==> config.mk <==
export PLATFORM = sky130hd
export DESIGN_NAME = cpu_regfile_client
export DESIGN_NICKNAME = d
export VERILOG_FILES = /design/src/rtl/cpu_regfile_client.sv
export SDC_FILE = /design/constraint.sdc
export NUM_CORES = 1
export LEC_CHECK = 0
export ABC_AREA = 1
export CAP_MARGIN = 10
export CORE_MARGIN = 2
export CORE_UTILIZATION = 47
export CTS_CLUSTER_SIZE = 40
export DETAILED_ROUTE_END_ITERATION = 8
export PLACE_DENSITY = 0.86
export SYNTH_ARGS = -nofsm -noshare
export SYNTH_HDL_FRONTEND = slang
export SYNTH_SLANG_ARGS = --single-unit
==> constraint.sdc <==
create_clock -name i_clock -period 2.25 [get_ports i_clock]
set_clock_uncertainty 0.2 [all_clocks]
set_input_delay 0.5625 -clock i_clock [delete_from_list [all_inputs] [get_ports i_clock]]
set_output_delay 0.5625 -clock i_clock [all_outputs]
set_load 0.01 [all_outputs]
==> src/rtl/cpu_regfile_client.sv <==
// Requester-side sequencer for the toggle-tag register file: turns valid/ready operand reads and
// writebacks into tag changes, captures returned operands, forwards same-cycle writes, masks x0.
module cpu_regfile_client #(
  parameter int unsigned TAG_W = 8
) (
  input  logic             i_clock,
  input  logic             i_reset,
  input  logic             i_rd_valid,
  output logic             o_rd_ready,
  input  logic [4:0]       i_rs1_idx,
  input  logic [4:0]       i_rs2_idx,
  output logic             o_op_valid,
  input  logic             i_op_ready,
  output logic [31:0]      o_op1,
  output logic [31:0]      o_op2,
  input  logic             i_wb_valid,
  output logic             o_wb_ready,
  input  logic [4:0]       i_wb_rd_idx,
  input  logic [31:0]      i_wb_data,
  output logic [TAG_W-1:0] o_read_tag,
  output logic [4:0]       o_read_rs1_idx,
  output logic [4:0]       o_read_rs2_idx,
  input  logic [31:0]      i_rs1,
  input  logic [31:0]      i_rs2,
  output logic [TAG_W-1:0] o_write_tag,
  output logic [4:0]       o_write_rd_idx,
  output logic [31:0]      o_rd
);

  typedef enum logic [1:0] {StIdle, StWait1, StWait2, StValid} state_e;

  localparam logic [TAG_W-1:0] TagOne = {{(TAG_W-1){1'b0}}, 1'b1};

  state_e           state_q;
  logic [TAG_W-1:0] read_tag_q, write_tag_q;
  logic [4:0]       rs1_q, rs2_q, wr_idx_q;
  logic [31:0]      wr_data_q, op1_q, op2_q;
  logic             op_valid_q;
  logic             fwd_valid_q;
  logic [4:0]       fwd_idx_q;
  logic [31:0]      fwd_data_q;
  logic             rd_ready, rd_accept;
  logic [31:0]      sel_op1, sel_op2;

  assign rd_ready  = i_reset & ((state_q == StIdle) | ((state_q == StValid) & i_op_ready));
  assign rd_accept = i_rd_valid & rd_ready;

  // The recorded write was issued alongside the read, so the register file returns stale data.
  always_comb begin
    sel_op1 = i_rs1;
    sel_op2 = i_rs2;
    if (fwd_valid_q && (fwd_idx_q == rs1_q)) sel_op1 = fwd_data_q;
    if (fwd_valid_q && (fwd_idx_q == rs2_q)) sel_op2 = fwd_data_q;
    if (rs1_q == 5'd0) sel_op1 = '0;
    if (rs2_q == 5'd0) sel_op2 = '0;
  end

  always_ff @(posedge i_clock or negedge i_reset) begin
    if (!i_reset) begin
      state_q     <= StIdle;
      read_tag_q  <= '0;
      write_tag_q <= '0;
      rs1_q       <= '0;
      rs2_q       <= '0;
      wr_idx_q    <= '0;
      wr_data_q   <= '0;
      op1_q       <= '0;
      op2_q       <= '0;
      op_valid_q  <= 1'b0;
      fwd_valid_q <= 1'b0;
      fwd_idx_q   <= '0;
      fwd_data_q  <= '0;
    end else begin
      if (i_wb_valid) begin
        write_tag_q <= write_tag_q + TagOne;
        wr_idx_q    <= i_wb_rd_idx;
        wr_data_q   <= i_wb_data;
      end
      if (rd_accept) begin
        read_tag_q  <= read_tag_q + TagOne;
        rs1_q       <= i_rs1_idx;
        rs2_q       <= i_rs2_idx;
        fwd_valid_q <= i_wb_valid;
        fwd_idx_q   <= i_wb_rd_idx;
        fwd_data_q  <= i_wb_data;
      end
      unique case (state_q)
        StIdle: begin
          if (rd_accept) state_q <= StWait1;
        end
        StWait1: begin
          state_q <= StWait2;
        end
        StWait2: begin
          op1_q      <= sel_op1;
          op2_q      <= sel_op2;
          op_valid_q <= 1'b1;
          state_q    <= StValid;
        end
        StValid: begin
          if (i_op_ready) begin
            op_valid_q <= 1'b0;
            state_q    <= i_rd_valid ? StWait1 : StIdle;
          end
        end
        default: state_q <= StIdle;
      endcase
    end
  end

  assign o_rd_ready     = rd_ready;
  assign o_wb_ready     = i_reset;
  assign o_op_valid     = op_valid_q;
  assign o_op1          = op1_q;
  assign o_op2          = op2_q;
  assign o_read_tag     = read_tag_q;
  assign o_read_rs1_idx = rs1_q;
  assign o_read_rs2_idx = rs2_q;
  assign o_write_tag    = write_tag_q;
  assign o_write_rd_idx = wr_idx_q;
  assign o_rd           = wr_data_q;

endmodule
==> impl_results.md <==
* Nets at 1356
* Synthesized flop and latch total at 168
* Hold crit path type: input pin to async pin
* Synth Instances at 991
* Fmax at 455 MHz
* Grt met3 use at 6.39%
* Crit share post-route at 97.6%
* Dpl cells at 1427
* Setup crit end kind: primary output
* First-pass GRT wire length at 36.9 mm
* Core ar. at 16600 µm²
* DRT Pass-1 Iters at 5
* Post-DRT Antenna Nets at 0
* Final setup margin at 54.3 ps
* Die H at 134 µm
* TritonCTS Sinks at 168
* Slowest stage delay, CP at 580 ps
* Grt ovf at 0
* Yosys Warn Count at 0
* Reg clk slew, reported paths at 70 ps
* Synthesized Nets at 1113
* Cell Area, Synth at 7970 µm²
* Gp weighted congestion at 0.824
* Die area at 18000 µm²
* Avg Cell Area, Syn at 8.04 µm²
* Setup crit start kind: register
* WS Path Type: register to primary output
* Worst path required time at 1490 ps
* Final hold vios at 0
* Diodes inserted at 0
* Worst slew pin tran at 628 ps
* Met2 Use GR at 43.1%
* Critical Path Slowest Stage Cell: clkdlybuf4s50_1
* Worst Path Arrival at 1430 ps
* Post-route cell area at 11300 µm²
* Fin cells at 1467
* GRT Total Usage at 26.1%
* Worst slew margin at 58.1%
* Skew-Pair Late Insertion Delay at 430 ps
* VDD IR-drop max at 1.01 mV
* # H-tree levels at 4
* # IOs at 246
* Number of global-route vias before repair at 7412
* Bufs and invs on worst path at 1
* Pin count of the biggest net entering global routing at 116
* Setup Viol. Count Final at 0
* GRT busiest layer: met2
* Routed vias/inst at 5.03
* Post-DP Area at 10600 µm²
* Layout area overhead at 41.5%
* WL final at 22.9 mm
* Drt wl/cell at 15.6 µm
* Final Max Tran Viols at 0
* Clk buf depth at 2
* GR Layer Usage met1 at 33.4%
* Die width at 134 µm
* Status: completed
* HPWL after DPL at 15.8 mm
* RSZ-0062 raised after global routing: no
* Placement Setup Slack at -323 ps
* Min cycle time layout at 2200 ps
* DR iter-0 viols at 484
* Yosys cell types at 27
* Crit Path Max Fanout at 4
* Power per Cell Area at 1290 nW/µm²
* TritonCTS buffer count at 17
* Worst-path cell chain: clkdlybuf4s50_1
* Top delay family on crit path: buffers and inverters
* CTS root buf: clkbuf_16
* Leak at 5.67 nW
* Post-route DRC at 0
* Std cell rows at 47
* Share of cells above drive strength 1 at 7.22%
* Fillers at 1302
* Initial core utilization at 48.0%
* Seq/Total Area, Yosys at 52.8%
* CTS tree: yes
* # Max-Cap Violations at 0
* IO Port Bufs at 245
* Initial antenna violation count at 0
* DR vias at 7374
==> per-layer routing <==
| metal | part of all wire [%] | vias to the layer above |
|---|---|---|
| met5 | 0 | - |
| met4 | 2.2 | 0 |
| met3 | 7.6 | 39 |
| met2 | 49 | 303 |
| met1 | 42 | 3494 |
| li1 | - | 3538 |
==> through the flow <==
stage | util, % | power, mW | hold WS [ps] | TNS, ps
final | 68.0 | 14.6 | 232 | 0
after global placement | 63.7 | 11.0 | 183 | -303
after detailed placement | 63.7 | 11.2 | 185 | -363
after floorplan | - | 8.42 | 66.9 | 0
after CTS | 67.9 | 14.6 | 253 | 0
after global routing | 68.0 | 15.5 | 278 | 0
==> cell usage after synthesis, drive strengths merged <==
| library cell | n | area [µm²] |
|---|---|---|
| xor2 | 5 | 43.8 |
| dfrtp | 168 | 4200 |
| buf | 33 | 300 |
| nand2 | 366 | 1380 |
| o22ai | 1 | 12.5 |
| and3 | 1 | 6.26 |
| o21ai | 73 | 365 |
| nor2 | 14 | 85.1 |
| ha | 6 | 75.1 |
| a21oi | 7 | 42.5 |
| or2 | 1 | 6.26 |
| clkbuf | 16 | 61.3 |
| xnor2 | 8 | 70.1 |
| nand4 | 5 | 31.3 |
| inv | 150 | 563 |
| nand3 | 137 | 723 |
==> what timing repair did <==
action	in CTS	in global routing
gates resized for setup	9	0
pin swaps	1	0
endpoints found under the setup margin	1	1
hold buffers	1	0
setup buffers	5	2
hold endpoints to repair	3	0
==> final timing paths <==
check,start,end,slack [ps],cells past startpoint
worst max-delay path,o_read_tag[2],o_read_tag[2],50,1
max in group asynchronous,i_reset,o_op1[15],1180,3
min in group i_clock,o_write_tag[7],o_write_tag[7],280,1
worst max register to register,state_q[0],o_op1[26],360,8
worst min-delay path,i_reset,fwd_data_q[22],230,3
worst min register to register,o_write_tag[7],o_write_tag[7],280,1
==> final cells by class <==
class                      instances  area [µm²]  share of cell area, %
clock buffer                      18         429                   3.81
timing repair buffer             273        2740                   24.3
tap                              220         275                   2.44
inverter                         150         563                   4.99
sequential                       168        4200                   37.3
multi-input combinational        624        2840                   25.2
clock inverter                    14         221                   1.96
==> logic make-up after synthesis <==
| group | synth area share [%] |
|---|---|
| xor gates and xnor gates | 1.43 |
| buffers and inverters | 11.6 |
| DFF | 52.8 |
| and+or+nand+nor | 28.0 |
| adders and majority gates | 0.942 |
| AOI/OAI and AO/OA | 5.28 |
==> report_power, final <==
group,switching (mW),total [mW],internal (mW)
sequential,0.761,4.96,4.20
combinational,3.52,6.36,2.85
clock,1.24,3.22,1.98
total,5.52,14.6,9.03
==> cell usage in the layout, fill, tap and decap left out, drive strengths merged <==
cell type,count
xor2,5
dlygate4sd3,1
nor2,14
buf,29
clkbuf,18
bufinv,5
or2,1
clkinv,4
xnor2,8
clkdlybuf4s50,243
dfrtp,168
a21oi,7
o22ai,1
and3,1
o21ai,73
nand3,137
nand2,366
inv,152
ha,6
clkinvlp,3
nand4,5
==> sequential cells by signal (all words and copies together) (netlist names) <==
name            flops
o_read_tag          8
o_read_rs1_idx      5
o_rd               32
o_op_valid          1
fwd_valid_q         1
fwd_data_q         32
o_op1              32
o_write_tag         8
o_read_rs2_idx      5
o_write_rd_idx      5
state_q             2
o_op2              32
fwd_idx_q           5
Power figures use the tool's default switching activity.
